`src/rtl/nn_inst_issuer_pkg.sv`:
```
// nn_inst_issuer_pkg: micro-op word layout, submodule/opcode codes and issuer state encoding.
package nn_inst_issuer_pkg;
    localparam int NNMICROOPS_INST_WIDTH = 31;
    localparam int NNMICROOPS_SUBMOD_MSB = 30;
    localparam int NNMICROOPS_SUBMOD_LSB = 28;
    localparam int NNMICROOPS_OPCODE_MSB = 27;
    localparam int NNMICROOPS_OPCODE_LSB = 24;
    localparam int NNMICROOPS_CONFIG_MSB = 23;
    localparam int NNMICROOPS_CONFIG_LSB = 18;
    localparam int NNMICROOPS_ADDR_MSB   = 15;
    localparam int NNMICROOPS_ADDR_LSB   = 0;

    localparam int SUBMOD_W = NNMICROOPS_SUBMOD_MSB - NNMICROOPS_SUBMOD_LSB + 1;
    localparam int OPCODE_W = NNMICROOPS_OPCODE_MSB - NNMICROOPS_OPCODE_LSB + 1;
    localparam int CONFIG_W = NNMICROOPS_CONFIG_MSB - NNMICROOPS_CONFIG_LSB + 1;
    localparam int ADDR_W   = NNMICROOPS_ADDR_MSB - NNMICROOPS_ADDR_LSB + 1;

    localparam logic [SUBMOD_W-1:0] SUBMOD_CTRL = 3'd0;
    localparam logic [SUBMOD_W-1:0] SUBMOD_CONV = 3'd1;
    localparam logic [SUBMOD_W-1:0] SUBMOD_POOL = 3'd2;
    localparam logic [SUBMOD_W-1:0] SUBMOD_ACT  = 3'd3;

    localparam logic [OPCODE_W-1:0] OPCODE_CTRL_WB  = 4'd1;
    localparam logic [OPCODE_W-1:0] OPCODE_SET      = 4'd2;
    localparam logic [OPCODE_W-1:0] OPCODE_CTRL_OEN = 4'd3;

    typedef enum logic [1:0] {ST_IDLE, ST_ISSUE, ST_TAIL, ST_FIN} state_t;
endpackage

```
`src/rtl/nn_inst_issuer_if.sv`:
```
// nn_inst_issuer_if: host command port plus instruction-FIFO write side of the issuer.
interface nn_inst_issuer_if
    import nn_inst_issuer_pkg::*;
#(
    parameter int GLB_ADDR_WIDTH = 16,
    parameter int CNT_WIDTH      = 8
);
    logic                             cmd_valid;
    logic                             cmd_ready;
    logic [SUBMOD_W-1:0]              cmd_submod;
    logic [OPCODE_W-1:0]              cmd_opcode;
    logic [CONFIG_W-1:0]              cmd_config;
    logic [GLB_ADDR_WIDTH-1:0]        cmd_baseaddr;
    logic [CNT_WIDTH-1:0]             cmd_count;
    logic [GLB_ADDR_WIDTH-1:0]        cmd_stride;
    logic                             cmd_wb;
    logic [NNMICROOPS_INST_WIDTH-1:0] inst_out;
    logic                             instfifo_write;
    logic                             instfifo_full;

    modport slave (
        input  cmd_valid, cmd_submod, cmd_opcode, cmd_config, cmd_baseaddr,
               cmd_count, cmd_stride, cmd_wb, instfifo_full,
        output cmd_ready, inst_out, instfifo_write
    );
    modport master (
        output cmd_valid, cmd_submod, cmd_opcode, cmd_config, cmd_baseaddr,
               cmd_count, cmd_stride, cmd_wb, instfifo_full,
        input  cmd_ready, inst_out, instfifo_write
    );
endinterface

```
`src/rtl/nn_inst_pack.sv`:
```
// nn_inst_pack: packs micro-op fields into the 31-bit instruction word; reserved bits stay zero.
module nn_inst_pack
    import nn_inst_issuer_pkg::*;
(
    input  logic [SUBMOD_W-1:0]              submod,
    input  logic [OPCODE_W-1:0]              opcode,
    input  logic [CONFIG_W-1:0]              cfg,
    input  logic [ADDR_W-1:0]                addr,
    output logic [NNMICROOPS_INST_WIDTH-1:0] inst
);
    always_comb begin
        inst = '0;
        inst[NNMICROOPS_SUBMOD_MSB:NNMICROOPS_SUBMOD_LSB] = submod;
        inst[NNMICROOPS_OPCODE_MSB:NNMICROOPS_OPCODE_LSB] = opcode;
        inst[NNMICROOPS_CONFIG_MSB:NNMICROOPS_CONFIG_LSB] = cfg;
        inst[NNMICROOPS_ADDR_MSB:NNMICROOPS_ADDR_LSB]     = addr;
    end
endmodule

```
`src/rtl/nn_inst_issuer.sv`:
```
// nn_inst_issuer: expands one command descriptor into a burst of micro-ops for the instruction FIFO.
// Define NN_ISSUER_WB_APPEND_EN to enable the optional trailing CTRL_WB word.
module nn_inst_issuer
    import nn_inst_issuer_pkg::*;
#(
    parameter int GLB_ADDR_WIDTH = 16,
    parameter int CNT_WIDTH      = 8,
    parameter int STAT_WIDTH     = 16
)(
    input  logic                  clk,
    input  logic                  reset_n,
    input  logic                  en,
    nn_inst_issuer_if.slave       bus,
    output logic                  busy,
    output logic                  done,
    output logic [STAT_WIDTH-1:0] issued_total
);
    state_t                    state, state_d, burst_end, zero_next;
    logic [CNT_WIDTH-1:0]      rem;
    logic [GLB_ADDR_WIDTH-1:0] addr, stride;
    logic [SUBMOD_W-1:0]       submod;
    logic [OPCODE_W-1:0]       opcode;
    logic [CONFIG_W-1:0]       cfg;
    logic                      wr, accept, in_tail;

`ifdef NN_ISSUER_WB_APPEND_EN
    logic wb_pend;
    assign burst_end = wb_pend ? ST_TAIL : ST_FIN;
    assign zero_next = bus.cmd_wb ? ST_TAIL : ST_FIN;
    assign in_tail   = state == ST_TAIL;
    always_ff @(posedge clk or negedge reset_n)
        if (!reset_n) wb_pend <= 1'b0;
        else if (en && accept) wb_pend <= bus.cmd_wb;
`else
    assign burst_end = ST_FIN;
    assign zero_next = ST_FIN;
    assign in_tail   = 1'b0;
`endif

    assign bus.cmd_ready      = state == ST_IDLE && en;
    assign accept             = bus.cmd_ready && bus.cmd_valid;
    assign bus.instfifo_write = wr;
    assign busy               = state != ST_IDLE;
    assign done               = state == ST_FIN;

    always_comb begin
        state_d = state;
        wr      = 1'b0;
        if (en)
            case (state)
                ST_IDLE:  if (accept) state_d = bus.cmd_count != '0 ? ST_ISSUE : zero_next;
                ST_ISSUE: begin
                    wr = !bus.instfifo_full;
                    if (wr && rem == CNT_WIDTH'(1)) state_d = burst_end;
                end
`ifdef NN_ISSUER_WB_APPEND_EN
                ST_TAIL: begin
                    wr = !bus.instfifo_full;
                    if (wr) state_d = ST_FIN;
                end
`endif
                default:  state_d = ST_IDLE;
            endcase
    end

    always_ff @(posedge clk or negedge reset_n)
        if (!reset_n) begin
            state        <= ST_IDLE;
            rem          <= '0;
            addr         <= '0;
            stride       <= '0;
            submod       <= '0;
            opcode       <= '0;
            cfg          <= '0;
            issued_total <= '0;
        end else if (en) begin
            state <= state_d;
            if (accept) begin
                rem    <= bus.cmd_count;
                addr   <= bus.cmd_baseaddr;
                stride <= bus.cmd_stride;
                submod <= bus.cmd_submod;
                opcode <= bus.cmd_opcode;
                cfg    <= bus.cmd_config;
            end else if (wr && state == ST_ISSUE) begin
                addr <= addr + stride;
                rem  <= rem - 1'b1;
            end
            if (wr) issued_total <= issued_total + 1'b1;
        end

    // The tail word overrides every field with the fixed CTRL_WB encoding.
    nn_inst_pack u_pack (
        .submod (in_tail ? SUBMOD_CTRL : submod),
        .opcode (in_tail ? OPCODE_CTRL_WB : opcode),
        .cfg    (in_tail ? '0 : cfg),
        .addr   (in_tail ? '0 : ADDR_W'(addr)),
        .inst   (bus.inst_out)
    );
endmodule

```
`src/flat_wrapper.sv`:
```
// flat-port wrapper written by rule: the top's interface ports become plain ports
module nn_inst_issuer_flat import nn_inst_issuer_pkg::*;
#(
    parameter int GLB_ADDR_WIDTH = 16,
    parameter int CNT_WIDTH      = 8,
    parameter int STAT_WIDTH     = 16
)
  (clk, reset_n, en, busy, done, issued_total, bus_cmd_valid, bus_cmd_submod, bus_cmd_opcode, bus_cmd_config, bus_cmd_baseaddr, bus_cmd_count, bus_cmd_stride, bus_cmd_wb, bus_instfifo_full, bus_cmd_ready, bus_inst_out, bus_instfifo_write);
  nn_inst_issuer_if #(.GLB_ADDR_WIDTH(GLB_ADDR_WIDTH), .CNT_WIDTH(CNT_WIDTH)) bus_i ();
  input  logic clk;
  input  logic reset_n;
  input  logic en;
  output logic busy;
  output logic done;
  output logic [STAT_WIDTH-1:0] issued_total;
  input wire logic [$bits(bus_i.cmd_valid)-1:0] bus_cmd_valid;
  input wire logic [$bits(bus_i.cmd_submod)-1:0] bus_cmd_submod;
  input wire logic [$bits(bus_i.cmd_opcode)-1:0] bus_cmd_opcode;
  input wire logic [$bits(bus_i.cmd_config)-1:0] bus_cmd_config;
  input wire logic [$bits(bus_i.cmd_baseaddr)-1:0] bus_cmd_baseaddr;
  input wire logic [$bits(bus_i.cmd_count)-1:0] bus_cmd_count;
  input wire logic [$bits(bus_i.cmd_stride)-1:0] bus_cmd_stride;
  input wire logic [$bits(bus_i.cmd_wb)-1:0] bus_cmd_wb;
  input wire logic [$bits(bus_i.instfifo_full)-1:0] bus_instfifo_full;
  output wire logic [$bits(bus_i.cmd_ready)-1:0] bus_cmd_ready;
  output wire logic [$bits(bus_i.inst_out)-1:0] bus_inst_out;
  output wire logic [$bits(bus_i.instfifo_write)-1:0] bus_instfifo_write;
  assign bus_i.cmd_valid = bus_cmd_valid;
  assign bus_i.cmd_submod = bus_cmd_submod;
  assign bus_i.cmd_opcode = bus_cmd_opcode;
  assign bus_i.cmd_config = bus_cmd_config;
  assign bus_i.cmd_baseaddr = bus_cmd_baseaddr;
  assign bus_i.cmd_count = bus_cmd_count;
  assign bus_i.cmd_stride = bus_cmd_stride;
  assign bus_i.cmd_wb = bus_cmd_wb;
  assign bus_i.instfifo_full = bus_instfifo_full;
  assign bus_cmd_ready = bus_i.cmd_ready;
  assign bus_inst_out = bus_i.inst_out;
  assign bus_instfifo_write = bus_i.instfifo_write;
  nn_inst_issuer #(.GLB_ADDR_WIDTH(GLB_ADDR_WIDTH), .CNT_WIDTH(CNT_WIDTH), .STAT_WIDTH(STAT_WIDTH)) u_core (.clk(clk), .reset_n(reset_n), .en(en), .bus(bus_i), .busy(busy), .done(done), .issued_total(issued_total));
endmodule
```
`config.mk`:
```
export PLATFORM = sky130hd
export DESIGN_NAME = nn_inst_issuer_flat
export DESIGN_NICKNAME = d
export VERILOG_FILES = /design/src/rtl/nn_inst_issuer_pkg.sv /design/src/rtl/nn_inst_issuer_if.sv /design/src/rtl/nn_inst_pack.sv /design/src/rtl/nn_inst_issuer.sv /design/src/flat_wrapper.sv
export SDC_FILE = /design/constraint.sdc
export NUM_CORES = 1
export LEC_CHECK = 0
export ABC_AREA = 1
export BUFFER_PORTS_ARGS = -buffer_cell sky130_fd_sc_hd__buf_2
export CAP_MARGIN = 20
export CELL_PAD_IN_SITES_DETAIL_PLACEMENT = 1
export CELL_PAD_IN_SITES_GLOBAL_PLACEMENT = 2
export CORE_MARGIN = 4
export CORE_UTILIZATION = 30
export CTS_BUF_LIST = sky130_fd_sc_hd__clkbuf_2
export DETAILED_ROUTE_END_ITERATION = 10
export PLACE_DENSITY = 0.91
export SLEW_MARGIN = 10
export SYNTH_ARGS = -nofsm -noshare
export SYNTH_HDL_FRONTEND = slang
export SYNTH_SLANG_ARGS = --single-unit
```
`constraint.sdc`:
```
create_clock -name clk -period 2 [get_ports clk]
set_clock_uncertainty 0.05 [all_clocks]
set_input_delay 0.2 -clock clk [delete_from_list [all_inputs] [get_ports clk]]
set_output_delay 0.2 -clock clk [all_outputs]
set_load 0.03 [all_outputs]
```
Yosys cells after proc, flatten, opt, wreduce, memory -nomap -nowiden
Cells that the tools add are included.

Register bits after elaboration: 71. Bits in latches: 0. RAM bits: 0. ROM bits: 0. Input bits: 59. Output and inout port bits: 51. Memories kept: 0.

$add $sub $neg: 3. $mul: 0. Div/mod/pow operators: 0. Order comparisons: 0. Equality and inequality tests: 5. Shift-type cells: 0. Mux-type cells: 10. Bitwise logic cells: 0. Reductions and logical operators: 13.

Operators by type and width (number): two-way mux 16 bit (2); adder 16 x 1 -> 16 bit (second input constant) (1); adder 16 bit (1); two-way mux 8 bit (2); == test 8 x 1 -> 1 bit (second input constant) (1); nonzero test 8 bit (1); subtractor 8 x 1 -> 8 bit (second input constant) (1); two-way mux 2 bit (3); AND reduction 2 bit (3); logical AND 1 bit (4); inequality test 2 x 1 -> 1 bit (second input constant) (2); case mux 2 bit (2 select lines) (1); nonzero test 2 bit (2); AND reduction 3 bit (1); == test 2 x 1 -> 1 bit (second input constant) (1); == test 2 bit (second input constant) (1); zero test 2 bit (1); two-way mux 1 bit (2); zero test 1 bit (1).

Longest topological paths before layout
Depth in word-level cells: 6. Mapped depth: 12. Mapped depth without buffers: 12.

Modules after synthesis
Synthesis repeated with hierarchy kept, for this count alone.

Cell total of the unflattened synthesis: 603. Area, all modules: 4461.8 sq um.

By module, submodules not included: nn_inst_issuer (instances 1, cells an instance 571, area each 4225.3 sq um, seq. area each 1776.7 sq um); nn_inst_pack (instances 1, cells an instance 32, area each 236.5 sq um, seq. area each 0.0 sq um).

Worst setup path before layout
OpenSTA, ideal clock, no wires.

Kind: reg-to-reg. Start: register u_core.addr[0]. End: register u_core.addr[12]. Arrival: 1.760 ns. Data required time: 1.833 ns. Path slack: 0.073 ns. Stages on the path, launching flop included: 12. Path buffers: 0. Period minus slack after synthesis: 1.927 ns. Path through: dfrtp_1 ha_1 fa_1 nand2_1 nand2_1 and2_1 nand3_1 nand3_1 nand2_1 nand3_1 nand2_1 nand2_1.

Longest elaborated chain between the ends: 3.

RTL lines: from (decl) (line nn_inst_issuer.sv:20) `logic [GLB_ADDR_WIDTH-1:0] addr, stride;`; from (signal assigned) (line nn_inst_issuer.sv:80) `addr <= bus.cmd_baseaddr;`; from (signal assigned) (line nn_inst_issuer.sv:86) `addr <= addr + stride;`; adder 16 bit (line nn_inst_issuer.sv:86); two-way mux 16 bit (line nn_inst_issuer.sv:85) `end else if (wr && state == ST_ISSUE) begin`; two-way mux 16 bit (line nn_inst_issuer.sv:78) `if (accept) begin`.

No other way between the ends. The select of a mux whose other input is x is not followed. A chain may end at the register's enable or synchronous reset.

Final worst setup path
Start: register u_core.state[1]. End: output port bus_instfifo_write.

Longest elaborated chain between the ends: 3.

RTL lines: from (decl) (line nn_inst_issuer.sv:18) `state_t state, state_d, burst_end, zero_next;`; from (signal assigned) (line nn_inst_issuer.sv:77) `state <= state_d;`; == test 2 x 1 -> 1 bit (line nn_inst_issuer.sv:50) `case (state)`; two-way mux 1 bit (line nn_inst_issuer.sv:50); two-way mux 1 bit (line nn_inst_issuer.sv:49) `if (en)`; to (decl) (line flat_wrapper.sv:27) `output wire logic [$bits(bus_i.instfifo_write)-1:0] bus_instfifo_write;`.

No other way between the ends.

==> key figures <==
Synth
  • Post-synth ARST share: between 90% and 100%
  • Sequential fraction of the synthesis area: a little over two fifths
  • Cell taking the most area after synthesis: dfrtp_1
  • Synthesized area: approximately 0.0042 sq mm
  • Mapped Avg Cell Area: approximately 7.3 sq um
  • Post-synth EDFFs: 0
  • Post-synth top flop: dfrtp_1
  • Synth cell types: 35
  • Post-Synthesis Cells: roughly 570
  • Synth area leaders: dfrtp_1 42%, nand2_1 22%, inv_1 5.8%
  • #FFs+latches synth: 71
  • Yosys top cell area share: between 40% and 50%
  • Top-count cell post-synth: nand2_1
  • Yosys warnings: 0
  • Commonest cells in the netlist: 249 x nand2_1, 71 x dfrtp_1, 65 x inv_1

Worst setup path
  • Critical register-to-register path startpoint: u_core.addr[0]$_DFFE_PN0P_
  • Crit start category: flip-flop
  • R2r worst-path depth: 12
  • Reg-to-Reg End: u_core.addr[14]$_DFFE_PN0P_
  • Critical Path Sink Type: primary output
  • Crit path max fanout: 3
  • R2r setup slk: about 0.13 ns
  • Crit Path Category: flip-flop to primary output
  • Crit path arrival time: around 1.7 ns
  • Required @ worst endpoint: 1.75 ns

Final layout
  • Nets: 820
  • Area delta synth->final: 35.1%
  • Final core utilization: between 40% and 50%
  • Final cell count without fillers: 923
  • Share of cells above drive strength 1: 21.4%

Floorplan
  • Core footprint: roughly 0.013 sq mm
  • Initial Utilization: 31.2%
  • DIE AREA: roughly 0.016 sq mm
  • Num rows: 42
  • Num ports: 110
  • Die W: 126 um
  • DIE HEIGHT: ~130 um

Timing
  • FMAX: ~530 MHz
  • RSZ-0062 raised after global routing: true
  • Setup TNS: 0 ns
  • Min Tclk post-route: roughly 1.9 ns
  • Final Hold Viols: 0
  • Final worst-path cycle share: between 90% and 100%
  • Pins Over Slew Limit: 0
  • Endpoints failing setup: 0
  • Fin worst setup slack: just over 0.1 ns

Place
  • Worst slack, placed: a little under 0.07 ns
  • Post-DP HPWL: 9.89 mm
  • Gpl congestion: between 0.8 and 0.9
  • # port buffers: ~110
  • Inst Count DP: roughly 850

Detailed routing
  • DR vias: between 4k and 5k
  • DRT iter0 DRCs: 130
  • DR pass1 iterations: 4
  • Via density: 4.68
  • Routed Antenna Nets: 0
  • Post-route DRC: 0
  • Final wirelength: between 10 and 15 mm
  • Avg WL per Cell: 14.8 um

GRT
  • Initial antenna violation count: 0
  • GRT overflow: 0
  • First-pass GRT wire length: ~23 mm
  • Pin count of the biggest net entering global routing: 41
  • Vias in the first global route: roughly 4.7k
  • Total track usage: 17.8%

Power and ir drop
  • Leak: ~3.2 nW
  • VDD IR max: approximately 590 uV
  • Cell Pwr Density: roughly 1400 mW/mm^2
  • Tot Pwr: ~8.1 mW

Run status
  • Status: complete, no violations

Min path
  • Hold WC Path Type: input port to asynchronous set/reset pin

Clock network
  • Number of CTS-inserted buffers: 9
  • CTS Sinks: just over 70
  • Clock-pin slew on the worst setup and hold paths: about 0.21 ns
  • H-tree depth: 3
  • Skew-Pair Late Insertion Delay: roughly 0.55 ns
  • CTS tree: built
  • Clock Tree Buf Depth: 2
  • CTS root buf: clkbuf_2

Job
  • Max_cap viols: 0
-- what timing repair did --
item,CTS,global route
gates resized for setup,2,15
endpoints found under the hold margin,128,0
pin swaps,1,0
hold buffers,57,0
endpoints found under the setup margin,1,28
buffers inserted,3,1
-- power by group --
group	internal [mW]	switching (mW)	leakage, nW	total, mW
Sequential	2.02	0.469	0.893	2.49
Clock	0.173	0.530	0.0595	0.703
Combinational	1.71	3.18	2.22	4.89
-- per-stage QoR --
step,hold WS (ns),instance area (sq um)
2_1_floorplan,-0.146,4200
3_3_place_gp,0.124,4940
3_5_place_dp,0.129,4940
4_1_cts,0.00827,5610
5_1_grt,0.0361,5660
6_report,0.0544,5660
-- cells in the final DEF, fill, tap and decap left out, types with 3 or more instances in the layout --
cell,count
a21oi_1,10
buf_2,104
buf_4,11
clkbuf_2,13
dfrtp_1,70
dlygate4sd3_1,57
ha_1,17
inv_1,65
inv_2,3
nand2_1,244
nand2_2,7
nand3_1,29
nand4_1,7
nor2_1,25
nor3_1,8
o211ai_1,7
o21ai_0,9
o21ai_1,3
o221ai_1,3
or2_2,3
xnor2_1,9
xor2_1,11
-- routing by layer --
| layer | GRT usage [%] | wire length (um) | vias up |
|---|---|---|---|
| li1 | - | - | 2118 |
| met1 | 21.0 | 5930 | 2100 |
| met2 | 31.6 | 6900 | 86 |
| met3 | 4.23 | 572 | 20 |
| met4 | 5.99 | 238 | 0 |
| met5 | 0 | 0 | - |
-- worst max-delay path: stages (launching register included) --
cell and delay, ns:
dfrtp_1 0.42, inv_1 0.08, nand2_1 0.11, nor3_4 0.21, buf_6 0.13, buf_4 0.15
-- logic make-up (layout without fill, tap and decap cells) --
logic type	after synthesis	after routing	share of synthesized area, %
compound gates	39	39	5.67
xor+xnor	20	20	4.18
fa+ha+maj	19	19	5.85
buf+inv	85	259	8.47
flops	71	71	42.4
other cells	1	3	0.0894
simple gates	336	336	33.4
-- area by class of cell --
type | instances | area [sq um]
sequential | 71 | 1780
clock inverter | 2 | 8.76
timing repair buffer | 175 | 1220
multi-input combinational | 416 | 2100
fill | 1742 | 7790
antenna | 1 | 2.50
tap | 176 | 220
clock buffer | 13 | 65.1
inverter | 69 | 262
-- worst max path at each step --
stage | startpoint | to | slack (ns) | cells after the start
detailed placement | u_core.addr[0]$_DFFE_PN0P_ | u_core.addr[14]$_DFFE_PN0P_ | 0.07 | 12
finish | u_core.state[1]$_DFFE_PN0P_ | bus_instfifo_write | 0.10 | 5
global route | u_core.state[1]$_DFFE_PN0P_ | bus_cmd_ready | -0.02 | 5
floorplan | u_core.addr[0]$_DFFE_PN0P_ | u_core.addr[12]$_DFFE_PN0P_ | 0.07 | 11
global placement | u_core.addr[0]$_DFFE_PN0P_ | u_core.addr[12]$_DFFE_PN0P_ | 0.09 | 11
CTS | u_core.addr[0]$_DFFE_PN0P_ | u_core.addr[12]$_DFFE_PN0P_ | 0.006 | 11
-- sequential cells by signal (all words and copies together) (netlist names) --
register             count
u_core.cfg               6
u_core.stride           16
u_core.addr             16
u_core.opcode            4
u_core.issued_total     16
u_core.rem               8
u_core.state             2
u_core.submod            3
Power figures use the tool's default switching activity.
